==> src/rtl/stream_sync_pkg.sv <==
// Shared constants and framer state encoding for the stream-sync link.
// Used by stream_framer, Stream_syncer and their benches.
package stream_sync_pkg;

    localparam int WINDOW_SZ  = 128;
    localparam int PATTERN_SZ = 8;
    localparam logic [PATTERN_SZ-1:0] PATTERN = 8'he8;
    localparam int OUT_SZ     = 8;
    localparam int PACK_AMNT  = (WINDOW_SZ - PATTERN_SZ) / OUT_SZ;

    typedef enum logic [1:0] {
        S_IDLE,
        S_PATTERN,
        S_DATA
    } framer_state_e;

endpackage

==> src/rtl/stream_piso.sv <==
// Parallel-load, MSB-first shift register; zeros shift in at the bottom.
module stream_piso #(
    parameter int W = 8
) (
    input  logic         clk,
    input  logic         reset,
    input  logic         load,
    input  logic         shift,
    input  logic [W-1:0] d,
    output logic         q_msb
);

    logic [W-1:0] sr;

    always_ff @(posedge clk) begin
        if (reset) begin
            sr <= '0;
        end else if (load) begin
            sr <= d;
        end else if (shift) begin
            sr <= {sr[W-2:0], 1'b0};
        end
    end

    assign q_msb = sr[W-1];

endmodule

==> src/rtl/stream_framer.sv <==
// Serial framer: PATTERN then PACK_AMNT words per WINDOW_SZ-bit frame, MSB-first.
// Define STREAM_FRAMER_STATS_EN to add saturating frame_cnt/underrun_cnt outputs.
module stream_framer
    import stream_sync_pkg::*;
#(
    parameter int WINDOW_SZ  = stream_sync_pkg::WINDOW_SZ,
    parameter int PATTERN_SZ = stream_sync_pkg::PATTERN_SZ,
    parameter logic [PATTERN_SZ-1:0] PATTERN = stream_sync_pkg::PATTERN,
    parameter int OUT_SZ     = stream_sync_pkg::OUT_SZ,
    parameter logic [OUT_SZ-1:0] FILL = '0
) (
    input  logic              clk,
    input  logic              reset,
    input  logic              tx_en,
    input  logic [OUT_SZ-1:0] data_in,
    input  logic              data_in_valid,
    output logic              data_in_ready,
    output logic              stream,
    output logic              frame_start,
`ifdef STREAM_FRAMER_STATS_EN
    output logic [15:0]       frame_cnt,
    output logic [15:0]       underrun_cnt,
`endif
    output logic              underrun
);

    localparam int CNT_W = $clog2(WINDOW_SZ);
    localparam logic [CNT_W-1:0] LAST = CNT_W'(WINDOW_SZ - 1);
    localparam logic [CNT_W-1:0] FIRST_SLOT = CNT_W'(PATTERN_SZ - 1);
    localparam logic [OUT_SZ-1:0] PAT_WORD =
        OUT_SZ'(PATTERN) << (OUT_SZ - PATTERN_SZ);

    if ((WINDOW_SZ - PATTERN_SZ) % OUT_SZ != 0) begin : g_bad_window
        $error("frame payload is not a whole number of words");
    end
    if (PATTERN_SZ > OUT_SZ) begin : g_bad_pattern
        $error("pattern does not fit the shift register");
    end

    framer_state_e    state, state_n;
    logic [CNT_W-1:0] bit_cnt, cnt_n;
    logic             slot;
    logic             load;
    logic [OUT_SZ-1:0] ld_word;

    always_ff @(posedge clk) begin
        if (reset) begin
            state   <= S_IDLE;
            bit_cnt <= '0;
        end else begin
            state   <= state_n;
            bit_cnt <= cnt_n;
        end
    end

    // A slot loads while the last bit of the previous field is on the line.
    always_comb begin
        slot = 1'b0;
        if (state != S_IDLE && bit_cnt >= FIRST_SLOT && bit_cnt < LAST) begin
            slot = ((int'(bit_cnt) - (PATTERN_SZ - 1)) % OUT_SZ) == 0;
        end
    end

    always_comb begin
        state_n = state;
        cnt_n   = bit_cnt;
        load    = 1'b0;
        ld_word = '0;
        unique case (state)
            S_IDLE: begin
                load = 1'b1;
                if (tx_en) begin
                    state_n = S_PATTERN;
                    cnt_n   = '0;
                    ld_word = PAT_WORD;
                end
            end
            default: begin
                cnt_n = bit_cnt + 1'b1;
                if (bit_cnt == LAST) begin
                    load  = 1'b1;
                    cnt_n = '0;
                    if (tx_en) begin
                        state_n = S_PATTERN;
                        ld_word = PAT_WORD;
                    end else begin
                        state_n = S_IDLE;
                    end
                end else if (slot) begin
                    load    = 1'b1;
                    state_n = S_DATA;
                    ld_word = data_in_valid ? data_in : FILL;
                end
            end
        endcase
    end

    stream_piso #(.W(OUT_SZ)) u_piso (
        .clk   (clk),
        .reset (reset),
        .load  (load),
        .shift (1'b1),
        .d     (ld_word),
        .q_msb (stream)
    );

    assign data_in_ready = slot && !reset;
    assign underrun      = data_in_ready && !data_in_valid;
    assign frame_start   = (state == S_PATTERN) && (bit_cnt == '0);

`ifdef STREAM_FRAMER_STATS_EN
    always_ff @(posedge clk) begin
        if (reset) begin
            frame_cnt    <= '0;
            underrun_cnt <= '0;
        end else begin
            if (frame_start && frame_cnt != 16'hffff) begin
                frame_cnt <= frame_cnt + 16'd1;
            end
            if (underrun && underrun_cnt != 16'hffff) begin
                underrun_cnt <= underrun_cnt + 16'd1;
            end
        end
    end
`endif

endmodule
==> config.mk <==
export PLATFORM = sky130hd
export DESIGN_NAME = stream_framer
export DESIGN_NICKNAME = d
export VERILOG_FILES = /design/src/rtl/stream_sync_pkg.sv /design/src/rtl/stream_piso.sv /design/src/rtl/stream_framer.sv
export SDC_FILE = /design/constraint.sdc
export NUM_CORES = 1
export LEC_CHECK = 0
export ABC_CLOCK_PERIOD_IN_PS = 2100
export CAP_MARGIN = 0
export CORE_UTILIZATION = 40
export CTS_CLUSTER_SIZE = 14
export DETAILED_ROUTE_END_ITERATION = 10
export PLACE_DENSITY = 0.71
export SETUP_SLACK_MARGIN = 0.1
export SLEW_MARGIN = 40
export SYNTH_ARGS = -nofsm -noshare
export SYNTH_HDL_FRONTEND = slang
export SYNTH_SLANG_ARGS = --single-unit
export TNS_END_PERCENT = 30
==> constraint.sdc <==
create_clock -name clk -period 2.1 [get_ports clk]
set_clock_uncertainty 0.05 [all_clocks]
set_input_delay 0.42 -clock clk [delete_from_list [all_inputs] [get_ports clk]]
set_output_delay 0.42 -clock clk [all_outputs]
set_load 0.02 [all_outputs]
==> impl_metrics.py <==
metrics = {
    "outcome": {
        "status": "finished with violations",
        "failed_checks": "negative setup slack",
    },
    "timing": {
        "period_minus_slack_ns": 2.22,
        "setup_violations": 3,
        "fin_crit_sh_pct": 106,
        "setup_slack_ns": -0.119,
        "slew_headroom_pct": 79.1,
        "slew_violations": 0,
        "fin_setup_tns_ns": -0.237,
        "worst_slew_pin_slew_ns": 0.314,
        "hold_viol": 0,
        "rsz0062_at_grt": "true",
        "max_freq_mhz": 451,
    },
    "critical_path": {
        "path_class": "register to primary output",
        "cp_max_fo": 3,
        "cp.required_ns": 1.63,
        "arrival_ns": 1.75,
        "critPathLaunchType": "register",
        "crit_path_end_kind": "primary output",
    },
    "global_route": {
        "grt_overflow": 0,
        "grt_pass1_wl_um": 3910,
        "grt_antenna_before_repair": 0,
        "grt_max_degree": 12,
        "grtUsageTotal_pct": 21.1,
        "grt_pass1_vias": 881,
    },
    "synthesis": {
        "synth_cell_type_count": 34,
        "avgSynthCellArea_sq_um": 8.46,
        "synth-edff-count": 0,
        "synth_area_leaders": "dfxtp_1 38%, nor2_1 5.4%, ha_1 4.2%, a21oi_1 3.9%, a221oi_1 3.9%",
        "seq_area_frac_synth_pct": 37.9,
        "synth_top_area_share_pct": 37.9,
        "synthCells": 106,
        "synth.net_count": 121,
        "yosys_warnings": 0,
        "synth_top_area_cell": "dfxtp_1",
        "synth-seq-cells": 17,
        "synth_top_flop_cell": "dfxtp_1",
        "synth-async-reset-ratio_pct": 0,
        "synth.cell_area_sq_um": 897,
    },
    "floorplan": {
        "die_w_um": 49.4,
        "ioPinCount": 16,
        "rows": 16,
        "core_area_sq_mm": 0.00204,
        "dieArea_sq_mm": 0.00244,
        "initial_core_util_pct": 43.9,
        "chipHeight_um": 49.4,
    },
    "final_layout": {
        "final_common_cell": "buf_4",
        "antenna_cells": 0,
        "n_fill_cell": 193,
        "area_delta_synth_final_pct": 49.1,
        "drive_above_1_share_pct": 35.9,
        "num-nets-final": 161,
        "multi_input_area_sq_um": 583,
        "mostFrequentLayoutCells": "26 x buf_4, 14 x dfxtp_1, 12 x nor2_1, 12 x clkdlybuf4s50_1, 7 x o21ai_0",
        "regArea_sq_um": 344,
        "stdcell_count": 172,
    },
    "drt": {
        "drc": 0,
        "drtIter0Drc": 39,
        "wl_um": 2460,
        "first_pass_iters": 4,
        "viasPerCell": 5.74,
        "avgRoutedWirePerCell_um": 14.3,
        "num_vias": 988,
        "ant_nets": 0,
    },
    "power_and_ir_drop": {
        "p_clk_share_pct": 28.9,
        "fin_total_pwr_mw": 0.621,
        "p_seq_share_pct": 54.2,
        "cellLeakagePower_nw": 0.539,
        "sw_frac_of_total_pct": 26.4,
        "p_per_area_mw_per_mm2": 464,
        "switchingPower_mw": 0.164,
        "peakVddDrop_v": 0.000297,
        "power_frac_comb_pct": 16.9,
        "intPower_mw": 0.457,
    },
    "clock_network": {
        "clk_latency_ns": 0.29,
        "cts-root-buf": "clkbuf_4",
        "ctsLongestPathBuffers": 2,
        "cts_made_buffers": 3,
        "ctsHoldBuffers": 0,
        "numClockSinks": 17,
        "htree_num_levels": 1,
        "tritoncts": "built",
        "clkTransAtPathRegs_ns": 0.11,
    },
    "run": {
        "maxCapViolCount": 0,
    },
    "placement": {
        "hpwlAfterDp_um": 1960,
        "port_buffers": 15,
        "dpl.cell_count": 167,
        "gp_congestion": 0.852,
    },
    "hold_path": {
        "min-delay-path-class": "register to register",
    },
}
## synthesized netlist by cell type (3+ instances only)
master     n
a22oi_1    4
dfxtp_1   17
ha_1       3
and3_1     3
o21ai_0    7
a21oi_1    7
nor2_1    13
a221oi_1   4
nand2_1    6
a31oi_1    4
clkbuf_1   3
nor3_1     4
inv_1      3
nand4_1    3
## metrics by stage
| step | hold slack, ns | cell area, sq um | util, % | worst slack, ns |
|---|---|---|---|---|
| detailed placement | 0.402 | 1300 | 63.5 | -0.357 |
| finish | 0.420 | 1340 | 65.5 | -0.119 |
| global route | 0.430 | 1340 | 65.5 | -0.186 |
| CTS | 0.418 | 1330 | 65.3 | -0.111 |
| floorplan | 0.384 | 955 | - | 0.0420 |
| global placement | 0.397 | 1300 | 63.5 | -0.346 |
## power groups by stage
| stage | Combinational, mW | Clock [mW] | Sequential [mW] |
|---|---|---|---|
| floorplan | 0.0469 | 0 | 0.346 |
| global placement | 0.101 | 0 | 0.344 |
| detailed placement | 0.103 | 0 | 0.344 |
| CTS | 0.104 | 0.183 | 0.337 |
| global route | 0.114 | 0.195 | 0.338 |
| finish | 0.105 | 0.179 | 0.337 |
## critical path, cell delays in order (launching register included)
cell and delay, ns:
dfxtp_2 0.35, ha_4 0.16, ha_4 0.21, nand2b_4 0.15
a211oi_4 0.19, nand2_2 0.13, nor2_2 0.14, buf_6 0.13
## registers in the layout (all words and copies together), names as in the netlist
signal     flops
u_piso.sr      8
bit_cnt        7
state          2
## routing by layer
layer | track usage (%) | vias to the layer above | share of wire [%]
met5 | 0 | - | 0
met4 | 4.90 | 0 | 0.41
met3 | 4.05 | 2 | 5.7
met2 | 34.2 | 36 | 49
met1 | 28.6 | 469 | 45
li1 | - | 481 | -
## layout make-up
cell class / instances / share of cell area (%)
Clock buffer: 3 / 1.68
Clock inverter: 1 / 0.374
Inverter: 3 / 0.842
Multi-Input combinational cell: 81 / 43.6
Sequential cell: 17 / 25.7
Tap cell: 27 / 2.53
Timing Repair Buffer: 40 / 25.3
## path summary, 6_finish.rpt
path,start,to,slack (ns),cells past startpoint
worst max-delay path,bit_cnt[1],data_in_ready,-0.12,7
worst min-delay path,u_piso.sr[1],u_piso.sr[2],0.42,2
worst max register to register,bit_cnt[1],u_piso.sr[6],0.29,7
worst min register to register,u_piso.sr[1],u_piso.sr[2],0.42,2
## cell families (layout without fill, tap and decap cells)
family,Yosys count,in the layout,synth area share [%]
adders and majority gates,3,3,4.18
muxes,1,1,1.26
DFF,17,17,37.9
AOI/OAI and AO/OA,38,38,30.4
and+or+nand+nor,39,39,22.6
buffers and inverters,8,47,3.63
## timing repair
action,4_1_cts,5_1_grt
setup buffers,1,0
endpoints found under the setup margin,3,4
pin swaps,4,0
resized for setup,19,2
cloned,0,0
Note: power is estimated with default switching activity, not from simulation.
